===== src/rtl/mem_port_arbiter.sv =====
// Unified memory port arbiter: IF vs load/store,
// with store lane steering and load extraction.
module mem_port_arbiter #(
  parameter int FETCH_STARVE_MAX = 4
) (
  input  logic        clk,
  input  logic        rst_n,
  input  logic        if_req,
  input  logic [29:0] if_addr,
  output logic [31:0] if_rdata,
  output logic        if_stall,
  input  logic        d_req,
  input  logic        d_we,
  input  logic [1:0]  d_size,
  input  logic        d_signed,
  input  logic [31:0] d_addr,
  input  logic [31:0] d_wdata,
  output logic [31:0] d_rdata,
  output logic        d_stall,
  output logic        d_misalign,
  output logic        mem_valid,
  output logic        mem_we,
  output logic [3:0]  mem_be,
  output logic [29:0] mem_addr,
  output logic [31:0] mem_wdata,
  input  logic        mem_ready,
  input  logic [31:0] mem_rdata
);

  typedef enum logic [2:0] {
    IDLE,
    BUSY_I,
    BUSY_D,
    DONE_I,
    DONE_D
  } state_t;

  localparam logic [3:0] SMAX = 4'(FETCH_STARVE_MAX);

  state_t      state;
  logic [3:0]  starve;
  logic [1:0]  ld_off;
  logic [1:0]  ld_size;
  logic        ld_sgn;

  logic        mis;
  logic        d_ok;
  logic        take_i;
  logic        take_d;
  logic [3:0]  st_be;
  logic [31:0] st_data;
  logic [7:0]  ld_b;
  logic [15:0] ld_h;
  logic [31:0] ld_val;

  always_comb begin
    mis = 1'b1;
    unique case (d_size)
      2'd0: mis = 1'b0;
      2'd1: mis = d_addr[0];
      2'd2: mis = |d_addr[1:0];
      default: mis = 1'b1;
    endcase
  end

  assign d_ok   = d_req & ~mis;
  assign take_i = (state == IDLE) & if_req
                & (~d_ok | (starve == SMAX));
  assign take_d = (state == IDLE) & d_ok & ~take_i;

  assign if_stall   = if_req & (state != DONE_I);
  assign d_stall    = d_req & (state != DONE_D) & ~mis;
  assign d_misalign = d_req & mis;

  always_comb begin
    st_be   = 4'hf;
    st_data = d_wdata;
    unique case (d_size)
      2'd0: begin
        st_be   = 4'b0001 << d_addr[1:0];
        st_data = {4{d_wdata[7:0]}};
      end
      2'd1: begin
        st_be   = d_addr[1] ? 4'b1100 : 4'b0011;
        st_data = {2{d_wdata[15:0]}};
      end
      default: begin
        st_be   = 4'hf;
        st_data = d_wdata;
      end
    endcase
  end

  // Lane select uses the offset latched at grant time
  always_comb begin
    ld_b = mem_rdata[7:0];
    unique case (ld_off)
      2'd0: ld_b = mem_rdata[7:0];
      2'd1: ld_b = mem_rdata[15:8];
      2'd2: ld_b = mem_rdata[23:16];
      default: ld_b = mem_rdata[31:24];
    endcase
    ld_h = ld_off[1] ? mem_rdata[31:16]
                     : mem_rdata[15:0];
    ld_val = mem_rdata;
    unique case (ld_size)
      2'd0: ld_val = {{24{ld_sgn & ld_b[7]}}, ld_b};
      2'd1: ld_val = {{16{ld_sgn & ld_h[15]}}, ld_h};
      default: ld_val = mem_rdata;
    endcase
  end

  always_ff @(posedge clk or negedge rst_n) begin
    if (!rst_n) begin
      state     <= IDLE;
      starve    <= '0;
      ld_off    <= '0;
      ld_size   <= '0;
      ld_sgn    <= 1'b0;
      mem_valid <= 1'b0;
      mem_we    <= 1'b0;
      mem_be    <= '0;
      mem_addr  <= '0;
      mem_wdata <= '0;
      if_rdata  <= '0;
      d_rdata   <= '0;
    end else begin
      unique case (state)
        IDLE: begin
          if (take_i | take_d) begin
            starve <= (take_d & if_req)
                    ? starve + 4'd1 : 4'd0;
          end
          if (take_i) begin
            state     <= BUSY_I;
            mem_valid <= 1'b1;
            mem_we    <= 1'b0;
            mem_be    <= 4'hf;
            mem_addr  <= if_addr;
          end else if (take_d) begin
            state     <= BUSY_D;
            mem_valid <= 1'b1;
            mem_we    <= d_we;
            mem_be    <= d_we ? st_be : 4'hf;
            mem_addr  <= d_addr[31:2];
            mem_wdata <= st_data;
            ld_off    <= d_addr[1:0];
            ld_size   <= d_size;
            ld_sgn    <= d_signed;
          end
        end
        BUSY_I: begin
          if (mem_ready) begin
            mem_valid <= 1'b0;
            if_rdata  <= mem_rdata;
            state     <= DONE_I;
          end
        end
        BUSY_D: begin
          if (mem_ready) begin
            mem_valid <= 1'b0;
            if (!mem_we) d_rdata <= ld_val;
            state     <= DONE_D;
          end
        end
        default: state <= IDLE;
      endcase
    end
  end

endmodule


===== config.mk =====
export PLATFORM = sky130hd
export DESIGN_NAME = mem_port_arbiter
export DESIGN_NICKNAME = d
export VERILOG_FILES = /design/src/rtl/mem_port_arbiter.sv
export SDC_FILE = /design/constraint.sdc
export NUM_CORES = 1
export LEC_CHECK = 0
export ABC_AREA = 1
export CAP_MARGIN = 20
export CORE_MARGIN = 2
export CORE_UTILIZATION = 49
export DETAILED_ROUTE_END_ITERATION = 12
export PLACE_DENSITY_LB_ADDON = 0.15
export SYNTH_ARGS = -nofsm -noshare
export SYNTH_HDL_FRONTEND = slang
export SYNTH_SLANG_ARGS = --single-unit
export TNS_END_PERCENT = 30

===== constraint.sdc =====
create_clock -name clk -period 2.2 [get_ports clk]
set_clock_uncertainty 0.05 [all_clocks]
set_input_delay 0.55 -clock clk [delete_from_list [all_inputs] [get_ports clk]]
set_output_delay 0.55 -clock clk [all_outputs]
set_load 0.02 [all_outputs]

==> results of run 1 <==
-- where the power goes --
part	total, mW	switching (mW)	internal, mW
Combinational	8.16	4.49	3.67
Sequential	4.66	0.740	3.92
Clock	2.92	1.20	1.72
Total	15.7	6.43	9.32
-- what timing repair did --
action,CTS,global route
resized for setup,13,13
endpoints found under the setup margin,3,3
cloned,0,0
endpoints found under the hold margin,32,0
buffers inserted,0,0
pin swaps,0,1
hold buffers,1,0
-- per-stage QoR --
step                       TNS, ns  std cells  instance area, sq um  utilization
final                            0       1369                 11000        0.754
after global routing      -0.00541       1369                 11000        0.754
after CTS                   -0.112       1369                 11000        0.752
after detailed placement     -3.47       1336                 10400        0.711
after global placement       -2.71       1336                 10400        0.711
after floorplan                  0        897                  7370            -
-- cells by family (layout without fill, tap and decap cells) --
kind of cell             Yosys count  in the layout  synth area share
AND/OR/NAND/NOR                  411            411             0.258
AO/OA/AOI/OAI                    174            174             0.141
buffers and inverters            162            450             0.103
flip-flops                       144            144             0.489
multiplexers                       3              3           0.00458
adder cells (fa/ha/maj)            2              2           0.00340
XOR/XNOR                           1              1           0.00119
-- layout make-up --
| class | count | area share |
|---|---|---|
| sequential | 144 | 0.328 |
| clock inverter | 14 | 0.0142 |
| timing repair buffer | 306 | 0.283 |
| clock buffer | 18 | 0.0399 |
| multi-input combinational | 591 | 0.275 |
| inverter | 112 | 0.0387 |
| tap | 184 | 0.0209 |
-- sequential cells by signal, summed over array words and instances (netlist names), 2 cells and up --
signal	flops
starve	4
if_rdata	32
state	3
ld_size	2
mem_wdata	32
ld_off	2
d_rdata	32
mem_be	4
mem_addr	30
-- final timing paths --
check,start,slack [ns],end
max,if_req,0.001,if_stall
min,mem_addr[5]$_DFFE_PN0P_,0.43,mem_addr[5]$_DFFE_PN0P_
max reg2reg,ld_size[1]$_DFFE_PN0P_,0.51,d_rdata[4]$_DFFE_PN0P_
min reg2reg,mem_addr[5]$_DFFE_PN0P_,0.43,mem_addr[5]$_DFFE_PN0P_
max in group asynchronous,rst_n,1.01,if_rdata[7]$_DFFE_PN0P_
min in group asynchronous,rst_n,0.55,mem_wdata[12]$_DFFE_PN0P_
-- layout by cell type, fill, tap and decap left out, drive strengths merged --
cell type / instances
o2111ai: 1
bufinv: 2
buf: 39
clkinvlp: 3
clkdlybuf4s15: 1
inv: 117
a31oi: 4
o22ai: 9
or2: 16
nand2: 263
dlygate4sd3: 1
o221ai: 1
xor2: 1
mux2: 3
nand4: 2
nor2: 26
a21oi: 51
o21ai: 102
a22oi: 1
dfrtp: 144
nand3: 73
clkinv: 4
clkbuf: 18
nand3b: 31
dlymetal6s2s: 3
clkdlybuf4s50: 261
ha: 2
dlygate4sd2: 1
o211ai: 5
-- worst max-delay path, delay by kind of cell --
kind                   cells  cell delay (ns)
AO/OA/AOI/OAI              1             0.15
buffers and inverters      3             0.89
-- per-layer routing --
metal,vias up,track usage
met4,0,0.101
met1,3283,0.362
met5,-,0
li1,3437,-
met2,302,0.426
met3,53,0.0784
==> results by group, run 1 <==
Routing
  – WL met3: 1850 microns
  – Drc violations: 0
  – Final WL: 21700 microns
  – WL met1: 8960 microns
  – 1st-iter DRT viols: 645
  – 1st-pass router iterations: 5
  – Vias per Instance: 5.17
  – Post-DRT Antenna Nets: 0
  – Vias: 7075
  – Wirelength per Cell: 15.9 microns
  – Uppermost layer routed: met4
  – Metal2 WL: 10200 microns

Cells and area
  – Sequential Area: 3600 sq um
  – Final Net Count: 1309
  – N_diodes: 0
  – Area of the multi-input gates: 3030 sq um
  – Layout area overhead: 49.3%
  – Fill count: 1066
  – Layout cell share with drive strength beyond 1: 0.127

Place
  – Port Buffer Count: 269
  – DP Worst Slack: -0.607 ns
  – DPL Wire Length: 15800 microns
  – RePlAce Congestion: 0.860

Setup path
  – WP data required: 1.60 ns
  – Max stage delay on crit path: 0.46 ns
  – Reg2Reg Depth: 7
  – Slowest library cell on the worst path: clkdlybuf4s50_1
  – Crit Path Class: input port to output port
  – Critical path cell sequence: clkdlybuf4s50_1, inv_1, a31oi_1, clkdlybuf4s15_1
  – Crit Path Max Fanout: 2
  – Crit. End Element: output port
  – Arr. time, crit path: 1.60 ns
  – Startpoint Class: input port

Yosys
  – Yosys top cell area share: 0.489
  – Asr flop ratio synth: 1.00
  – Synth Register Bits: 144
  – Post-Syn Area: 7370 sq um
  – EDFF count, synth: 0
  – Yosys top cell by area: dfrtp_1
  – Synth area leaders: dfrtp_1 (49%), nand2_1 (13%), inv_1 (5.4%)
  – Cell with the most instances after synthesis: nand2_1
  – Top post-synthesis cells by count: nand2_1 (257), dfrtp_1 (144), inv_1 (106)
  – Post-Syn Instances: 897
  – YS warnings: 0
  – Mean Syn Cell Area: 8.21 sq um
  – Main synth FF type: dfrtp_1
  – Syn nets: 1034
  – Netlist cell types: 34
  – Sequential area share after synthesis: 0.489

Clocking
  – TritonCTS Buffers: 17
  – H-Tree Depth: 4
  – Clock slew seen by the registers of the worst setup and hold paths: 0.06 ns
  – Worst skew pair latency: 0.42 ns
  – CTS Sinks: 144
  – Root Driver: clkbuf_16
  – CTS tree: built
  – Max Buffers Root-to-Sink: 2

Power and ir drop
  – Max VDD drop: 0.000939 V
  – Static leakage: 5.34 nW
  – PwrDens: 1430 nW/um^2
  – Total power: 15.7 mW

Floorplan
  – Initial Utilization: 0.505
  – Top Ports: 270
  – Die area: 16000 sq um
  – Die Wd: 127 microns
  – DIE HEIGHT: 127 microns
  – FP Rows: 44
  – Core Footprint: 14600 sq um

STA
  – Worst hold slack: 0.429 ns
  – Worst Setup Slack, final: 0.00100 ns
  – Final Cycle Share: 1.00
  – Final Critical Period: 2.20 ns
  – RSZ-0062 raised after global routing: true
  – Setup violations, final: 0
  – Fmax: 455 MHz
  – Final slew viol count: 0
  – Slew Limit Headroom: 0.648
  – Measured slew at the worst slew-check pin: 0.526 ns
  – Hold Vio Cnt, Final: 0

Global route
  – Grt total ovfl: 0
  – Largest net degree at the start of global routing: 41
  – Initial antenna violation count: 0
  – Number of global-route vias before repair: 6730
  – Tot GR Track Use: 0.273
  – First-pass GRT wire length: 34800 microns

Worst hold path
  – Hold Crit Class: flip-flop to flip-flop
  – Min-Delay Path Depth: 2

Flow run
  – Maxcap violations: 0

Status
  – Status: completed
Note: power is estimated with default switching activity, not from simulation.
==> run 2, diff against run 1 <==
--- a/config.mk
+++ b/config.mk
@@ -7,6 +7,7 @@
 export LEC_CHECK = 0
 export ABC_AREA = 1
 export CAP_MARGIN = 20
+export CORE_ASPECT_RATIO = 0.7
 export CORE_MARGIN = 2
 export CORE_UTILIZATION = 49
 export DETAILED_ROUTE_END_ITERATION = 12
==> run 2 against run 1 <==
  * Register-to-register slack worse by 0.03 ns
  * First-iteration DRC count down 16%
  * Critical path type unchanged
  * Total power down 0.63%
  * Worst setup slack better by 0.035 ns
  * Clock-buffer cell count up 1
  * Maximum frequency up 1.6%
==> results by group, run 2 (synthesized netlist as in run 1, its figures left out) <==
STA
  – Final Critical Period: 2.16 ns (-0.0350 ns)
  – Fmax: 462 MHz (+1.6%)
  – Final Cycle Share: 0.984 (-0.0159)
  – Final slew viol count: 0 (unchanged)
  – Measured slew at the worst slew-check pin: 0.500 ns (-0.0258 ns)
  – Slew Limit Headroom: 0.665 (+0.0173)
  – Hold Vio Cnt, Final: 0 (unchanged)
  – Setup TNS: 0 ns (unchanged)
  – Setup violations, final: 0 (unchanged)
  – RSZ-0062 raised after global routing: false

Power and ir drop
  – Clock network power share: 0.172 (-0.014)
  – PwrDens: 1420 nW/um^2 (-0.63%)
  – Reg power frac: 0.301 (+0.005)
  – Max VDD drop: 0.000758 V (-19%)
  – Switching pwr: 6.47 mW (+0.60%)
  – Comb power frac: 0.527 (+0.009)
  – Net switching fraction of the power: 0.413 (+0.00506)
  – Int Power: 9.18 mW (-1.5%)
  – Static leakage: 5.34 nW (about the same)

Clocking
  – Clock slew seen by the registers of the worst setup and hold paths: 0.07 ns (about the same)
  – Max Buffers Root-to-Sink: 2 (unchanged)
  – Worst skew pair latency: 0.40 ns (-0.02 ns)
  – CTS tree: built
  – H-Tree Depth: 4 (unchanged)
  – TritonCTS Buffers: 17 (unchanged)
  – Root Driver: clkbuf_16
  – CTS Sinks: 144 (unchanged)

Floorplan
  – Initial Utilization: 0.502 (-0.00297)
  – Die Wd: 151 microns (+19%)
  – FP Rows: 37 (-16%)
  – Top Ports: 270 (unchanged)
  – Die area: 16000 sq um (about the same)
  – Core Footprint: 14700 sq um (+0.59%)
  – DIE HEIGHT: 107 microns (-16%)

Cells and area
  – Top flop regs: d_rdata: 32 flops, if_rdata: 32 flops, mem_wdata: 32 flops
  – Fill count: 1114 (+4.5%)
  – N_diodes: 0 (unchanged)
  – Final Net Count: 1317 (+0.61%)
  – Layout cell share with drive strength beyond 1: 0.127 (about the same)
  – Most frequent cells in the layout: clkdlybuf4s50_1 (261), nand2_1 (256), dfrtp_1 (144)
  – Layout area overhead: 49.3% (unchanged)
  – Core Util, Final: 0.749 (-0.00443)
  – Commonest non-fill, non-tap cell in the layout: clkdlybuf4s50_1

Global route
  – Grt total ovfl: 0 (unchanged)
  – Tot GR Track Use: 0.286 (+0.0132)
  – Initial antenna violation count: 0 (unchanged)
  – First-pass GRT wire length: 35900 microns (+3.2%)
  – Number of global-route vias before repair: 7128 (+5.9%)
  – Largest net degree at the start of global routing: 46 (+12%)

Setup path
  – Crit Path Class: input port to output port
  – WP data required: 1.60 ns (about the same)
  – Crit. End Element: output port
  – Arr. time, crit path: 1.56 ns (-0.04 ns)
  – Startpoint Class: input port
  – Crit Path Max Fanout: 2 (unchanged)

Routing
  – Wirelength per Cell: 16.1 microns (+1.3%)
  – Post-DRT Antenna Nets: 0 (unchanged)
  – Drc violations: 0 (unchanged)
  – Vias: 7128 (+0.75%)
  – Final WL: 22300 microns (+2.7%)
  – 1st-iter DRT viols: 542 (-16%)
  – Vias per Instance: 5.14 (-0.56%)
  – 1st-pass router iterations: 5 (unchanged)

Place
  – RePlAce Congestion: 0.860 (about the same)
  – DPL Wire Length: 16800 microns (+6.8%)
  – Port Buffer Count: 269 (unchanged)

Flow run
  – Maxcap violations: 0 (unchanged)

Status
  – Status: completed

Worst hold path
  – Hold Crit Class: flip-flop to flip-flop
## run 2: cell types whose count changed in the layout (fill, tap and decap cells not counted), moves of 2 or more
cell	before	now
buf_4	26	34
clkbuf_1	0	2
clkinvlp_4	3	6
inv_6	4	2
nand2_1	254	256
nand2_2	4	2
nor2_1	21	23
## run 2: worst max-delay path, stage by stage
cell	delay, ns
clkdlybuf4s50_1	0.45
inv_1	0.05
a31oi_1	0.15
dlygate4sd2_1	0.37
## run 2: layer usage
layer,vias up,routed length (microns),global-route usage
li1,3448,-,-
met3,28,1990,0.0774
met5,-,0,0
met1,3340,9450,0.381
met2,312,10500,0.466
met4,0,404,0.0708
## run 2: final timing paths
kind | from | end | slack, ns | depth (start not counted)
worst max-delay path | if_req | if_stall | 0.04 | 4
worst min-delay path | mem_addr[23]$_DFFE_PN0P_ | mem_addr[23]$_DFFE_PN0P_ | 0.43 | 2
worst max register to register | state[0]$_DFFE_PN0P_ | d_rdata[19]$_DFFE_PN0P_ | 0.48 | 8
worst min register to register | mem_addr[23]$_DFFE_PN0P_ | mem_addr[23]$_DFFE_PN0P_ | 0.43 | 2
max in group asynchronous | rst_n | d_rdata[24]$_DFFE_PN0P_ | 0.99 | 3
min in group asynchronous | rst_n | mem_addr[23]$_DFFE_PN0P_ | 0.52 | 2
## run 2: cell type report
class	instances	area, sq um	area share
sequential	144	3600	0.328
timing repair buffer	314	3170	0.288
multi-input combinational	591	3010	0.274
clock buffer	19	433	0.0394
inverter	112	425	0.0387
tap	195	244	0.0222
clock inverter	12	111	0.0101
## run 2: power by group through the flow
stage	registers (mW)	logic, mW	clock network [mW]
6_report	4.71	8.25	2.69
5_1_grt	4.85	8.97	2.85
4_1_cts	4.71	8.30	2.71
3_5_place_dp	4.72	8.26	0
3_3_place_gp	4.69	8.09	0
2_1_floorplan	6.07	3.08	0
## run 2: metrics by stage
step | instance area [sq um] | worst slack (ns) | hold WS [ns] | cells | power (mW)
2_1_floorplan | 7370 | 0.224 | 0.204 | 897 | 9.15
3_3_place_gp | 10400 | -0.511 | 0.385 | 1354 | 12.8
3_5_place_dp | 10400 | -0.531 | 0.393 | 1354 | 13.0
4_1_cts | 11000 | -0.0474 | 0.431 | 1386 | 15.7
5_1_grt | 11000 | 0.0381 | 0.446 | 1387 | 16.7
6_report | 11000 | 0.0360 | 0.430 | 1387 | 15.6
## run 2: timing repair
action | CTS | global route
cloned | 0 | 0
resized for setup | 11 | 7
setup buffers | 0 | 1
hold endpoints to repair | 24 | 0
hold buffers | 1 | 0
setup endpoints to repair | 3 | 1
pin swaps | 0 | 1
==> run 3, diff against run 2 <==
--- a/config.mk
+++ b/config.mk
@@ -5,11 +5,10 @@
 export SDC_FILE = /design/constraint.sdc
 export NUM_CORES = 1
 export LEC_CHECK = 0
-export ABC_AREA = 1
 export CAP_MARGIN = 20
-export CORE_ASPECT_RATIO = 0.7
+export CORE_ASPECT_RATIO = 1.25
 export CORE_MARGIN = 2
-export CORE_UTILIZATION = 49
+export CORE_UTILIZATION = 48
 export DETAILED_ROUTE_END_ITERATION = 12
 export PLACE_DENSITY_LB_ADDON = 0.15
 export SYNTH_ARGS = -nofsm -noshare
==> run 3 against run 2 <==
  * Synthesized cell count fell by 26%
  * Worst setup slack improved by 0.014 ns
  * Non-clock buffer count rose by 10
  * Critical path type unchanged
  * Largest cell class unchanged
==> results by group, run 3 <==
STA
  – Fmax: 465 MHz (+0.65%)
  – Setup violations, final: 0 (unchanged)
  – Final slew viol count: 0 (unchanged)
  – Slew Limit Headroom: 0.674 (+0.00909)
  – Final Cycle Share: 0.977 (-0.00635)
  – Measured slew at the worst slew-check pin: 0.487 ns (-0.0128 ns)
  – Final Critical Period: 2.15 ns (-0.0140 ns)
  – Hold Vio Cnt, Final: 0 (unchanged)
  – RSZ-0062 raised after global routing: false

Routing
  – 1st-pass router iterations: 5 (unchanged)
  – Vias: 6601 (-7.4%)
  – Post-DRT Antenna Nets: 0 (unchanged)
  – WL met3: 1530 microns (-23%)
  – Final WL: 22600 microns (+1.3%)
  – Vias per Instance: 5.79 (+13%)
  – Wirelength per Cell: 19.8 microns (+23%)
  – WL met1: 8470 microns (-10%)
  – 1st-iter DRT viols: 378 (-30%)
  – Drc violations: 0 (unchanged)
  – Metal2 WL: 11700 microns (+11%)
  – Uppermost layer routed: met4

Yosys
  – Asr flop ratio synth: 1.00 (unchanged)
  – Cell with the most instances after synthesis: dfrtp_1
  – Synth Register Bits: 144 (unchanged)
  – EDFF count, synth: 0 (unchanged)
  – Main synth FF type: dfrtp_1
  – Syn nets: 801 (-23%)
  – Sequential area share after synthesis: 0.500 (+0.0112)
  – Synth area leaders: dfrtp_1 (50%), mux2_2 (7.3%), a31oi_2 (4.9%)
  – Post-Syn Instances: 664 (-26%)
  – Mean Syn Cell Area: 10.8 sq um (+32%)
  – Yosys top cell by area: dfrtp_1
  – YS warnings: 0 (unchanged)
  – Netlist cell types: 54 (+59%)
  – Yosys top cell area share: 0.500 (+0.0112)
  – Top post-synthesis cells by count: dfrtp_1 (144), a21oi_1 (67), nand3_1 (65)
  – Post-Syn Area: 7200 sq um (-2.2%)

Global route
  – First-pass GRT wire length: 35600 microns (-0.81%)
  – Grt total ovfl: 0 (unchanged)
  – Tot GR Track Use: 0.286 (about the same)
  – Number of global-route vias before repair: 6851 (-3.9%)
  – Largest net degree at the start of global routing: 65 (+41%)
  – Initial antenna violation count: 0 (unchanged)

Power and ir drop
  – Static leakage: 4.49 nW (-16%)
  – PwrDens: 1430 nW/um^2 (+0.59%)
  – Total power: 15.6 mW (-0.22%)
  – Max VDD drop: 0.000752 V (-0.86%)

Floorplan
  – DIE HEIGHT: 141 microns (+32%)
  – FP Rows: 50 (+35%)
  – Die area: 16000 sq um (-0.25%)
  – Top Ports: 270 (unchanged)
  – Core Footprint: 14800 sq um (+1.0%)
  – Die Wd: 114 microns (-25%)
  – Initial Utilization: 0.486 (-0.0163)

Setup path
  – Crit Path Max Fanout: 3 (+1)
  – Critical path cell sequence: clkdlybuf4s50_1, o21a_1, a21boi_4, buf_6
  – Slowest library cell on the worst path: clkdlybuf4s50_1
  – WP data required: 1.60 ns (about the same)
  – Reg2Reg Depth: 6 (-2)
  – RR Startpoint: state[2]$_DFFE_PN0P_
  – Arr. time, crit path: 1.55 ns (about the same)
  – Reg-to-reg endpoint: mem_addr[20]$_DFFE_PN0P_
  – R2R Setup Slk: 0.36 ns (-0.12 ns)
  – Crit. End Element: output port
  – Max stage delay on crit path: 0.50 ns (+0.05 ns)
  – Crit Path Class: input port to output port
  – Startpoint Class: input port

Clocking
  – TritonCTS Buffers: 17 (unchanged)
  – CTS Sinks: 144 (unchanged)
  – CTS tree: built
  – Worst skew pair latency: 0.42 ns (+0.02 ns)
  – H-Tree Depth: 4 (unchanged)
  – Clock slew seen by the registers of the worst setup and hold paths: 0.06 ns (about the same)
  – Max Buffers Root-to-Sink: 2 (unchanged)
  – Root Driver: clkbuf_16

Cells and area
  – Final Non-Filler Cells: 1140 (-18%)
  – Most frequent cells in the layout: clkdlybuf4s50_1 (261), dfrtp_1 (144), a21oi_1 (67)
  – Fill count: 1071 (-3.9%)
  – Top flop regs: d_rdata: 32 flops, if_rdata: 32 flops, mem_wdata: 32 flops
  – Layout cell share with drive strength beyond 1: 0.194 (+0.0675)
  – Layout area overhead: 51.5%
  – N_diodes: 0 (unchanged)
  – Commonest non-fill, non-tap cell in the layout: clkdlybuf4s50_1
  – Final Net Count: 1082 (-18%)

Place
  – RePlAce Congestion: 0.849 (-1.3%)
  – Port Buffer Count: 269 (unchanged)
  – DPL Wire Length: 16500 microns (-1.9%)
  – Inst Count DP: 1104 (-18%)

Worst hold path
  – Hold path endpoint: mem_wdata[15]$_DFFE_PN0P_
  – Hold Crit Class: flip-flop to flip-flop
  – Min-Delay Path Depth: 1 (-1)
  – Hold Startpoint: mem_wdata[15]$_DFFE_PN0P_

Flow run
  – Maxcap violations: 0 (unchanged)

Status
  – Status: completed
==> run 3: cell count changes in the layout (fill, tap and decap cells not counted), sizes merged, moves of 12 or more <==
cell / before / now
a21oi: 51 / 69
a31oi: 4 / 46
inv: 114 / 12
mux2: 3 / 57
mux2i: 0 / 23
nand2: 263 / 40
nand3b: 31 / 1
nor2: 26 / 13
nor2b: 0 / 12
o21ai: 102 / 43
or2: 16 / 0
==> run 3: what timing repair did <==
item	in CTS	in global routing
gates resized for setup	18	3
buffers inserted	1	2
pin swaps	2	1
hold endpoints to repair	28	0
hold buffers	1	0
endpoints found under the setup margin	33	18
==> run 3: area by class of cell <==
cell class	count	area [sq um]	area share
tap	182	228	0.0209
timing repair buffer	324	3250	0.298
clock buffer	18	439	0.0403
multi-input combinational	451	3260	0.299
clock inverter	14	106	0.00975
sequential	144	3600	0.330
inverter	7	26.3	0.00241
==> run 3: cells by family (layout without fill, tap and decap cells) <==
logic type / count (synthesis) / in the layout / synth area share
AOI/OAI and AO/OA: 211 / 211 / 0.207
xor gates and xnor gates: 1 / 1 / 0.00122
adders and majority gates: 2 / 2 / 0.00347
buffers and inverters: 69 / 363 / 0.0507
DFF: 144 / 144 / 0.500
muxes: 81 / 81 / 0.124
and+or+nand+nor: 156 / 156 / 0.113
==> run 3: through the flow <==
step	TNS, ns	instance area, sq um	setup WS, ns	hold slack (ns)	util
floorplan	0	7220	0.0128	0.204	-
global route	0	10900	0.00252	0.459	0.736
detailed placement	-33.77	10300	-0.642	0.401	0.698
global placement	-29.27	10300	-0.608	0.399	0.698
CTS	0	10900	0.0146	0.438	0.735
finish	0	10900	0.0500	0.435	0.736
==> run 3: how the worst max path moves through the flow <==
stage               end  startpoint
2_1_floorplan   d_stall   d_size[0]
3_3_place_gp    d_stall   d_size[0]
3_5_place_dp    d_stall   d_addr[0]
4_1_cts        if_stall      if_req
5_1_grt         d_stall       d_req
6_report        d_stall       d_req
==> run 3: metal layers <==
| layer | track usage | vias to the layer above |
|---|---|---|
| li1 | - | 3012 |
| met1 | 0.331 | 3227 |
| met2 | 0.490 | 301 |
| met3 | 0.0662 | 61 |
| met4 | 0.153 | 0 |
| met5 | 0 | - |
==> run 3: power breakdown <==
group          total (mW)  internal, mW  switching (mW)
logic                8.25          3.99            4.27
registers            4.70          3.91           0.792
clock network        2.66          1.49            1.17
total                15.6          9.38            6.23
==> run 3: critical path: cells and delay by family <==
kind,cells,cell delay [ns]
AO/OA/AOI/OAI,2,0.37
buffers and inverters,2,0.63
